<file path="src/rtl/fxp2fp_norm_pack.sv">
`default_nettype none
// ============================================================================
// Module   : fxp2fp_norm_pack
// Purpose  : Normalise / round / pack stage of the signed-fraction to float32
//            converter. Takes sign, 32-bit magnitude (value = mag / 2^31) and
//            leading-zero count from the abs + LZD tree, and emits an
//            IEEE-754 single-precision word through a two-deep registered
//            pipeline with valid/ready handshakes on both sides.
// Ports    : clk, rst_n            - clock, async active-low reset
//            in_valid / in_ready   - upstream handshake
//            in_sign, in_mag,
//            in_lzd, in_zero       - sign, magnitude, leading zeros, mag==0
//            out_valid / out_ready - downstream handshake
//            out_data              - float32 result
//            out_exact             - 1 = no nonzero bits discarded
// Config   : FP_ROUND_RNE_EN defined   -> round-to-nearest-even
//            FP_ROUND_RNE_EN undefined -> truncation
// Revision : 1.0 - initial release
// ============================================================================
module fxp2fp_norm_pack (
  input  logic        clk,
  input  logic        rst_n,
  input  logic        in_valid,
  output logic        in_ready,
  input  logic        in_sign,
  input  logic [31:0] in_mag,
  input  logic [5:0]  in_lzd,
  input  logic        in_zero,
  output logic        out_valid,
  input  logic        out_ready,
  output logic [31:0] out_data,
  output logic        out_exact
);

  // S1 registers
  logic        s1_valid_q, s1_valid_d;
  logic        sign1_q,    sign1_d;
  logic        zero1_q,    zero1_d;
  logic [7:0]  exp1_q,     exp1_d;
  logic [31:0] norm1_q,    norm1_d;

  // S2 (output) registers
  logic        out_valid_q, out_valid_d;
  logic [31:0] out_data_q,  out_data_d;
  logic        out_exact_q, out_exact_d;

  // Handshake
  logic w_s2_load;
  logic w_s1_load;
  logic w_accept;

  // S2 datapath
  logic [22:0] w_mant;
  logic        w_guard;
  logic        w_sticky;
  logic        w_up;
  logic [23:0] w_mant_sum;
  logic [7:0]  w_exp_r;
  logic [31:0] w_result;
  logic        w_exact;

  always_comb begin
    w_s2_load = ~out_valid_q | out_ready;
    w_s1_load = ~s1_valid_q | w_s2_load;
    w_accept  = in_valid & w_s1_load;
  end

  always_comb begin
    w_mant   = norm1_q[30:8];
    w_guard  = norm1_q[7];
    w_sticky = |norm1_q[6:0];
`ifdef FP_ROUND_RNE_EN
    w_up     = w_guard & (w_sticky | w_mant[0]);
`else
    w_up     = 1'b0;
`endif
    w_mant_sum = {1'b0, w_mant} + {23'd0, w_up};
    // A carry out of the mantissa leaves sum[22:0] == 0, which is exactly the
    // mantissa of the next binade, so only the exponent needs bumping.
    w_exp_r = w_mant_sum[23] ? (exp1_q + 8'd1) : exp1_q;
    if (zero1_q) begin
      w_result = 32'h0000_0000;
      w_exact  = 1'b1;
    end else begin
      w_result = {sign1_q, w_exp_r, w_mant_sum[22:0]};
      w_exact  = ~(w_guard | w_sticky);
    end
  end

  always_comb begin
    s1_valid_d  = s1_valid_q;
    sign1_d     = sign1_q;
    zero1_d     = zero1_q;
    exp1_d      = exp1_q;
    norm1_d     = norm1_q;
    out_valid_d = out_valid_q;
    out_data_d  = out_data_q;
    out_exact_d = out_exact_q;

    if (w_s1_load) begin
      s1_valid_d = in_valid;
    end
    if (w_accept) begin
      sign1_d = in_sign;
      zero1_d = in_zero;
      // For a zero beat the lzd value is meaningless; S2 overrides the result.
      exp1_d  = 8'd127 - {2'b00, in_lzd};
      norm1_d = in_mag << in_lzd;
    end

    if (w_s2_load) begin
      out_valid_d = s1_valid_q;
      if (s1_valid_q) begin
        out_data_d  = w_result;
        out_exact_d = w_exact;
      end
    end
  end

  always_ff @(posedge clk or negedge rst_n) begin
    if (!rst_n) begin
      s1_valid_q  <= 1'b0;
      sign1_q     <= 1'b0;
      zero1_q     <= 1'b0;
      exp1_q      <= 8'd0;
      norm1_q     <= 32'd0;
      out_valid_q <= 1'b0;
      out_data_q  <= 32'd0;
      out_exact_q <= 1'b0;
    end else begin
      s1_valid_q  <= s1_valid_d;
      sign1_q     <= sign1_d;
      zero1_q     <= zero1_d;
      exp1_q      <= exp1_d;
      norm1_q     <= norm1_d;
      out_valid_q <= out_valid_d;
      out_data_q  <= out_data_d;
      out_exact_q <= out_exact_d;
    end
  end

  assign in_ready  = w_s1_load;
  assign out_valid = out_valid_q;
  assign out_data  = out_data_q;
  assign out_exact = out_exact_q;

endmodule
`default_nettype wire

</file>
<file path="config.mk">
export PLATFORM = sky130hd
export DESIGN_NAME = fxp2fp_norm_pack
export DESIGN_NICKNAME = d
export VERILOG_FILES = /design/src/rtl/fxp2fp_norm_pack.sv
export SDC_FILE = /design/constraint.sdc
export NUM_CORES = 1
export LEC_CHECK = 0
export ABC_AREA = 1
export CAP_MARGIN = 20
export CORE_MARGIN = 10
export CORE_UTILIZATION = 30
export CTS_CLUSTER_SIZE = 12
export DETAILED_ROUTE_END_ITERATION = 10
export SKIP_LAST_GASP = 1
export SYNTH_ARGS = -nofsm -noshare
export SYNTH_HDL_FRONTEND = slang
export SYNTH_SLANG_ARGS = --single-unit
</file>
<file path="constraint.sdc">
create_clock -name clk -period 1.9 [get_ports clk]
set_input_delay 0.475 -clock clk [delete_from_list [all_inputs] [get_ports clk]]
set_output_delay 0.475 -clock clk [all_outputs]
set_load 0.03 [all_outputs]
</file>
==> impl_metrics.csv, run 1 <==
group,metric,value,unit
run_status,outcome,"finished, final reports clean",
finish,antennaDiodeCount,0,
synth,syn_area,4060,µm²
finish,drive_above_1_share,7.82,%
global_route,grt_use_total,13.7,%
pwr,leakagePower,0.00252,µW
global_route,gr-total-overflow,0,
setup_path,path_buf_inv,1,
clocking,clk_latency,0.33,ns
finish,regArea,1850,µm²
global_route,grt_pass1_wl,20600,µm
sta,setup_violations,0,
clocking,cts.sinks,74,
pwr,fin_total_pwr,5000,µW
setup_path,startpoint_type,"flip-flop",
setup_path,max_stage_delay,0.68,ns
sta,fin_crit_sh,97.5,%
synth,ys_ff_latch,74,
clocking,cts_hold_buf,0,
sta,min_period,1.85,ns
floorplanning,start_util,30.7,%
setup_path,cp_max_fo,2,
clocking,cts-root-buf,"clkbuf_16",
synth,synth-edff-count,0,
clocking,post_cts_buffers,0,
global_route,antenna_found_initial,0,
detailed_routing,wirelength,12200,µm
placement,hpwl,9580,µm
clocking,cts.reportedPaths.clkPinSlew,0.05,ns
global_route,grt_pass1_vias,3968,
detailed_routing,via_per_inst,5.10,
finish,multi_input_area,1940,µm²
clocking,cts_buffer_depth,2,
sta,clock-skew-final,0.00521,ns
finish,nets,653,
detailed_routing,vias,4032,
placement,place_area,5130,µm²
sta,rsz0062_at_grt,"false",
sta,maxSlewViolCount,0,
synth,syn_inst,537,
finish,fill_cells,1424,
floorplanning,io_pins,79,
synth,async_reset_ff_share,100,%
global_route,grt_start_max_net_pins,75,
synth,ys.flop_type,"dfrtp_1",
setup_path,endpoint_kind,"output port",
synth,synth-seq-area-share,45.6,%
finish,fin_util,41.0,%
synth,synth_top_area_cell,"dfrtp_1",
clocking,cts_inserted_buffers,9,
floorplanning,dieArea,18600,µm²
synth,netlist.area_leader.share,45.6,%
floorplanning,core-area,13200,µm²
setup_path,crit_required,1.42,ns
synth,syn_nets,581,
floorplanning,placementRows,42,
synth,synth.area.top_cells,"dfrtp_1 46%, nand3_1 25%, nand2_1 12%",
synth,ys_warn_count,0,
setup_path,cp.arrival,1.38,ns
floorplanning,fp.dieW,136,µm
finish,syn2layout_area_growth,33.8,%
detailed_routing,routedWlPerCell,15.5,µm
flow_run,maxCapViolations,0,
setup_path,slowest_stage,"clkdlybuf4s50_1",
hold_path,hp-class,"in2async",
detailed_routing,drt_pass1_iterations,5,
synth,ys_types,21,
placement,portBuffers,76,
placement,gp_congestion,0.890,
pwr,vdd_ir_drop_max,0.378,mV
detailed_routing,drc_errors,0,
clocking,cts_tree,"built",
detailed_routing,ant_nets,0,
detailed_routing,drt_iter0_markers,299,
synth,yosysMostFrequentCell,"nand3_1",
finish,final_area,5430,µm²
synth,avgSynthCellArea,7.56,µm²
floorplanning,die_h,136,µm
sta,max_clock_freq,0.540,GHz
setup_path,cpLargestDelayFamily,"buffers and inverters",
pwr,powerDensity,921,nW/µm²
synth,netlist_top_cells_count,"205 x nand3_1, 130 x nand2_1, 74 x dfrtp_1",
clocking,htreeDepth,3,
setup_path,criticalPathCategory,"reg2out",
sta,finalHoldViolCount,0,
setup_path,path_cells,"clkdlybuf4s50_1",
## cells by family (layout without fill, tap and decap cells)
family / count (synthesis) / in the layout / synth area share (%)
other: 1 / 1 / 0.0924
and+or+nand+nor: 348 / 348 / 39.0
AOI/OAI and AO/OA: 54 / 54 / 8.72
DFF: 74 / 74 / 45.6
buffers and inverters: 60 / 137 / 6.53
## registers in the layout, indices dropped and copies added, names as in the netlist
register / flops
norm1_q: 31
out_valid: 1
sign1_q: 1
out_data: 31
out_exact: 1
exp1_q: 7
s1_valid_q: 1
zero1_q: 1
## per-stage QoR
step / TNS (ns) / setup WS [ns] / cells / hold WS, ns
CTS: 0 / 0.00394 / 790 / 0.179
detailed placement: -6.03 / -0.262 / 774 / 0.448
global placement: -5.15 / -0.237 / 774 / 0.437
global route: 0 / 0.00684 / 790 / 0.195
finish: 0 / 0.0472 / 790 / 0.158
floorplan: 0 / 0.295 / 537 / 0.179
## power breakdown
part,total (µW),internal (µW),switching (µW)
combinational,1440,593,846
sequential,1920,1800,121
clock,1640,1050,597
total,5000,3440,1560
## metal layers
metal  wire length [µm]  up-vias  global-route usage, %  part of all wire, %
li1                   -     2003                      -                    -
met1               5590     1891                   18.3                   46
met2               5670      129                   21.7                   46
met3                806        9                   3.47                  6.6
met4                154        0                   3.31                  1.3
met5                  0        -                      0                    0
## worst paths after layout
| check | from | depth (start not counted) | slack [ns] | end |
|---|---|---|---|---|
| worst max-delay path | out_data[10]$_DFFE_PN0P_ | 1 | 0.05 | out_data[10] |
| worst min-delay path | rst_n | 2 | 0.16 | out_data[27]$_DFFE_PN0P_ |
| worst max register to register | s1_valid_q$_DFFE_PN0P_ | 8 | 0.48 | norm1_q[29]$_DFFE_PN0P_ |
| worst min register to register | exp1_q[6]$_DFFE_PN0P_ | 2 | 0.46 | exp1_q[6]$_DFFE_PN0P_ |
| max in group asynchronous | rst_n | 2 | 1.43 | norm1_q[17]$_DFFE_PN0P_ |
| min in group clk | exp1_q[6]$_DFFE_PN0P_ | 2 | 0.46 | exp1_q[6]$_DFFE_PN0P_ |
## area by class of cell
type | count | area share, %
Multi-Input combinational cell | 403 | 35.8
Tap cell | 176 | 4.05
Clock inverter | 5 | 0.991
Clock buffer | 11 | 4.47
Inverter | 21 | 1.50
Timing Repair Buffer | 100 | 19.1
Sequential cell | 74 | 34.1
## cells in the final DEF (no fill, tap or decap)
master             n
nor2_1             5
o21ai_0           14
nand3_2            1
nor2_2             3
clkdlybuf4s50_1   72
conb_1             1
clkinv_4           1
nand2_1          130
clkinv_2           3
a22o_1            21
a21oi_1            4
clkbuf_1           1
buf_4             17
inv_4              1
clkbuf_8           1
dlymetal6s2s_1     2
nor4_1             1
buf_12             8
bufinv_16          1
o21ai_1           13
inv_1             18
inv_2              2
dfrtp_1           74
nor3_1             1
nand4_1            2
buf_2              1
clkbuf_16          9
nand3_1          205
a22oi_1            2
## what timing repair did
| action | CTS | global route |
|---|---|---|
| setup endpoints to repair | 0 | 27 |
| resized for setup | 0 | 4 |
| endpoints found under the hold margin | 0 | 0 |
No activity file was read; power rests on OpenSTA's default activity.
==> run 2: changes to the inputs <==
--- a/config.mk
+++ b/config.mk
@@ -13,4 +13,5 @@
 export DETAILED_ROUTE_END_ITERATION = 10
 export SKIP_LAST_GASP = 1
+export SLEW_MARGIN = 20
 export SYNTH_ARGS = -nofsm -noshare
 export SYNTH_HDL_FRONTEND = slang
==> constraint.sdc (replaced) <==
create_clock -name clk -period 1.9 [get_ports clk]
set_input_delay 0.285 -clock clk [delete_from_list [all_inputs] [get_ports clk]]
set_output_delay 0.285 -clock clk [all_outputs]
set_load 0.03 [all_outputs]
==> impl_metrics.csv, run 2 (synthesized netlist as in run 1, its figures left out) <==
group,metric,value,unit
finish,fin_util,40.7,%
global_route,grt_use_total,13.7,%
finish,nets,647,
pwr,pwr-share-clk,35.9,%
floorplanning,io_pins,79,
sta,clock-skew-final,0.00668,ns
setup_path,startpoint_type,"flip-flop",
sta,max_clock_freq,0.600,GHz
finish,drive_above_1_share,6.74,%
setup_path,path_buf_inv,1,
floorplanning,die_h,136,µm
sta,maxSlewViolCount,0,
sta,finalHoldViolCount,0,
clocking,cts_resized,0,
finish,layout_commonest_cell,"nand3_1",
clocking,cts_inserted_buffers,9,
detailed_routing,routedWlPerCell,15.9,µm
pwr,p_sw_share,30.4,%
setup_path,crit_required,1.62,ns
clocking,cts_hold_buf,1,
hold_path,holdPathStages,2,
clocking,post_cts_buffers,0,
detailed_routing,drc_errors,0,
floorplanning,dieArea,18600,µm²
setup_path,cp_max_fo,3,
clocking,clk_latency,0.33,ns
setup_path,slowest_stage,"clkdlybuf4s50_1",
global_route,grt_start_max_net_pins,75,
pwr,p_sw,1580,µW
detailed_routing,drt_iter0_markers,424,
placement,portBuffers,76,
finish,mostFrequentLayoutCells,"205 x nand3_1, 130 x nand2_1, 74 x dfrtp_1, 74 x clkdlybuf4s50_1, 21 x a22o_1",
clocking,cts_tree,"built",
pwr,internal-power,3630,µW
setup_path,endpoint_kind,"output port",
pwr,pwr-share-seq,36.8,%
global_route,antenna_found_initial,0,
clocking,cts_buffer_depth,2,
clocking,cts.sinks,74,
sta,setup_violations,0,
setup_path,criticalPathCategory,"reg2out",
flow_run,maxCapViolations,0,
setup_path,cpLargestDelayFamily,"buffers and inverters",
detailed_routing,ant_nets,0,
setup_path,max_stage_delay,0.68,ns
clocking,htreeDepth,3,
setup_path,cp.arrival,1.38,ns
global_route,grt_pass1_wl,20500,µm
setup_path,r2r_cells,5,
pwr,vdd_ir_drop_max,0.353,mV
sta,min_period,1.67,ns
detailed_routing,via_per_inst,5.20,
placement,gp_congestion,0.873,
clocking,cts-root-buf,"clkbuf_16",
setup_path,cp.depth,1,
detailed_routing,drt_pass1_iterations,5,
floorplanning,fp.dieW,136,µm
finish,syn2layout_area_growth,32.7,%
detailed_routing,wirelength,12500,µm
finish,antennaDiodeCount,0,
hold_path,hp-class,"reg2reg",
run_status,outcome,"finished, final reports clean",
global_route,grt_pass1_vias,3942,
clocking,cts.reportedPaths.clkPinSlew,0.06,ns
pwr,leakagePower,0.00247,µW
setup_path,path_cells,"clkdlybuf4s50_1",
global_route,gr-total-overflow,0,
pwr,combPwrFrac,27.2,%
floorplanning,start_util,30.7,%
floorplanning,core-area,13200,µm²
sta,tns,0,ns
placement,hpwl,9560,µm
pwr,powerDensity,967,nW/µm²
floorplanning,placementRows,42,
detailed_routing,vias,4076,
sta,fin_crit_sh,87.8,%
sta,rsz0062_at_grt,"false",
==> run 2: cell count changes in the layout (fill, tap and decap cells not counted), moves of 2 or more <==
cell             delta
buf_12              -3
buf_4               -4
clkbuf_8            +2
clkdlybuf4s50_1     +2
clkinv_2            -3
dlymetal6s2s_1      -2
==> run 2: metrics by stage <==
step	instances	hold slack, ns	setup slack [ns]	total power, µW	cell area, µm²
floorplan	537	-0.0106	0.295	2760	4060
global placement	767	0.340	-0.0657	3360	5040
detailed placement	767	0.348	-0.0635	3380	5040
CTS	784	0.453	0.208	5290	5390
global route	784	0.497	0.0546	5490	5390
finish	784	0.452	0.232	5210	5390
==> run 2: tightest hold or removal path, delay by kind of cell (launching register included) <==
family	cells	cell delay, ns
flops	1	0.32
simple gates	1	0.05
buf+inv	1	0.04
==> run 2: final cells by class <==
cell class	count	area (µm²)
well taps	176	220
repair buffers	94	953
inverters	21	78.8
clock buffers	13	270
flip-flops and latches	74	1850
multi-input cells	403	1940
clock inverters	3	68.8
fillers	1399	7860
==> run 2: path summary, 6_finish.rpt <==
path | to | slack [ns] | start
hold reg to reg | exp1_q[6]$_DFFE_PN0P_ | 0.45 | exp1_q[6]$_DFFE_PN0P_
hold / removal | exp1_q[6]$_DFFE_PN0P_ | 0.45 | exp1_q[6]$_DFFE_PN0P_
max in group asynchronous | norm1_q[4]$_DFFE_PN0P_ | 1.08 | rst_n
setup / recovery | out_valid | 0.23 | out_valid$_DFFE_PN0P_
setup reg to reg | exp1_q[5]$_DFFE_PN0P_ | 0.38 | s1_valid_q$_DFFE_PN0P_
min in group asynchronous | out_data[27]$_DFFE_PN0P_ | 0.52 | rst_n
==> run 2: metal layers <==
metal	vias up	part of all wire, %	track usage (%)
li1	1992	-	-
met1	1935	46	18.8
met2	130	46	20.9
met3	19	5.9	2.80
met4	0	2.2	4.97
met5	-	0	0
==> run 2: power by group through the flow <==
stage	clock (µW)	sequential [µW]	combinational, µW
finish	1870	1920	1420
detailed placement	0	1950	1430
global route	1990	1950	1560
CTS	1920	1920	1440
global placement	0	1940	1420
floorplan	0	2180	575
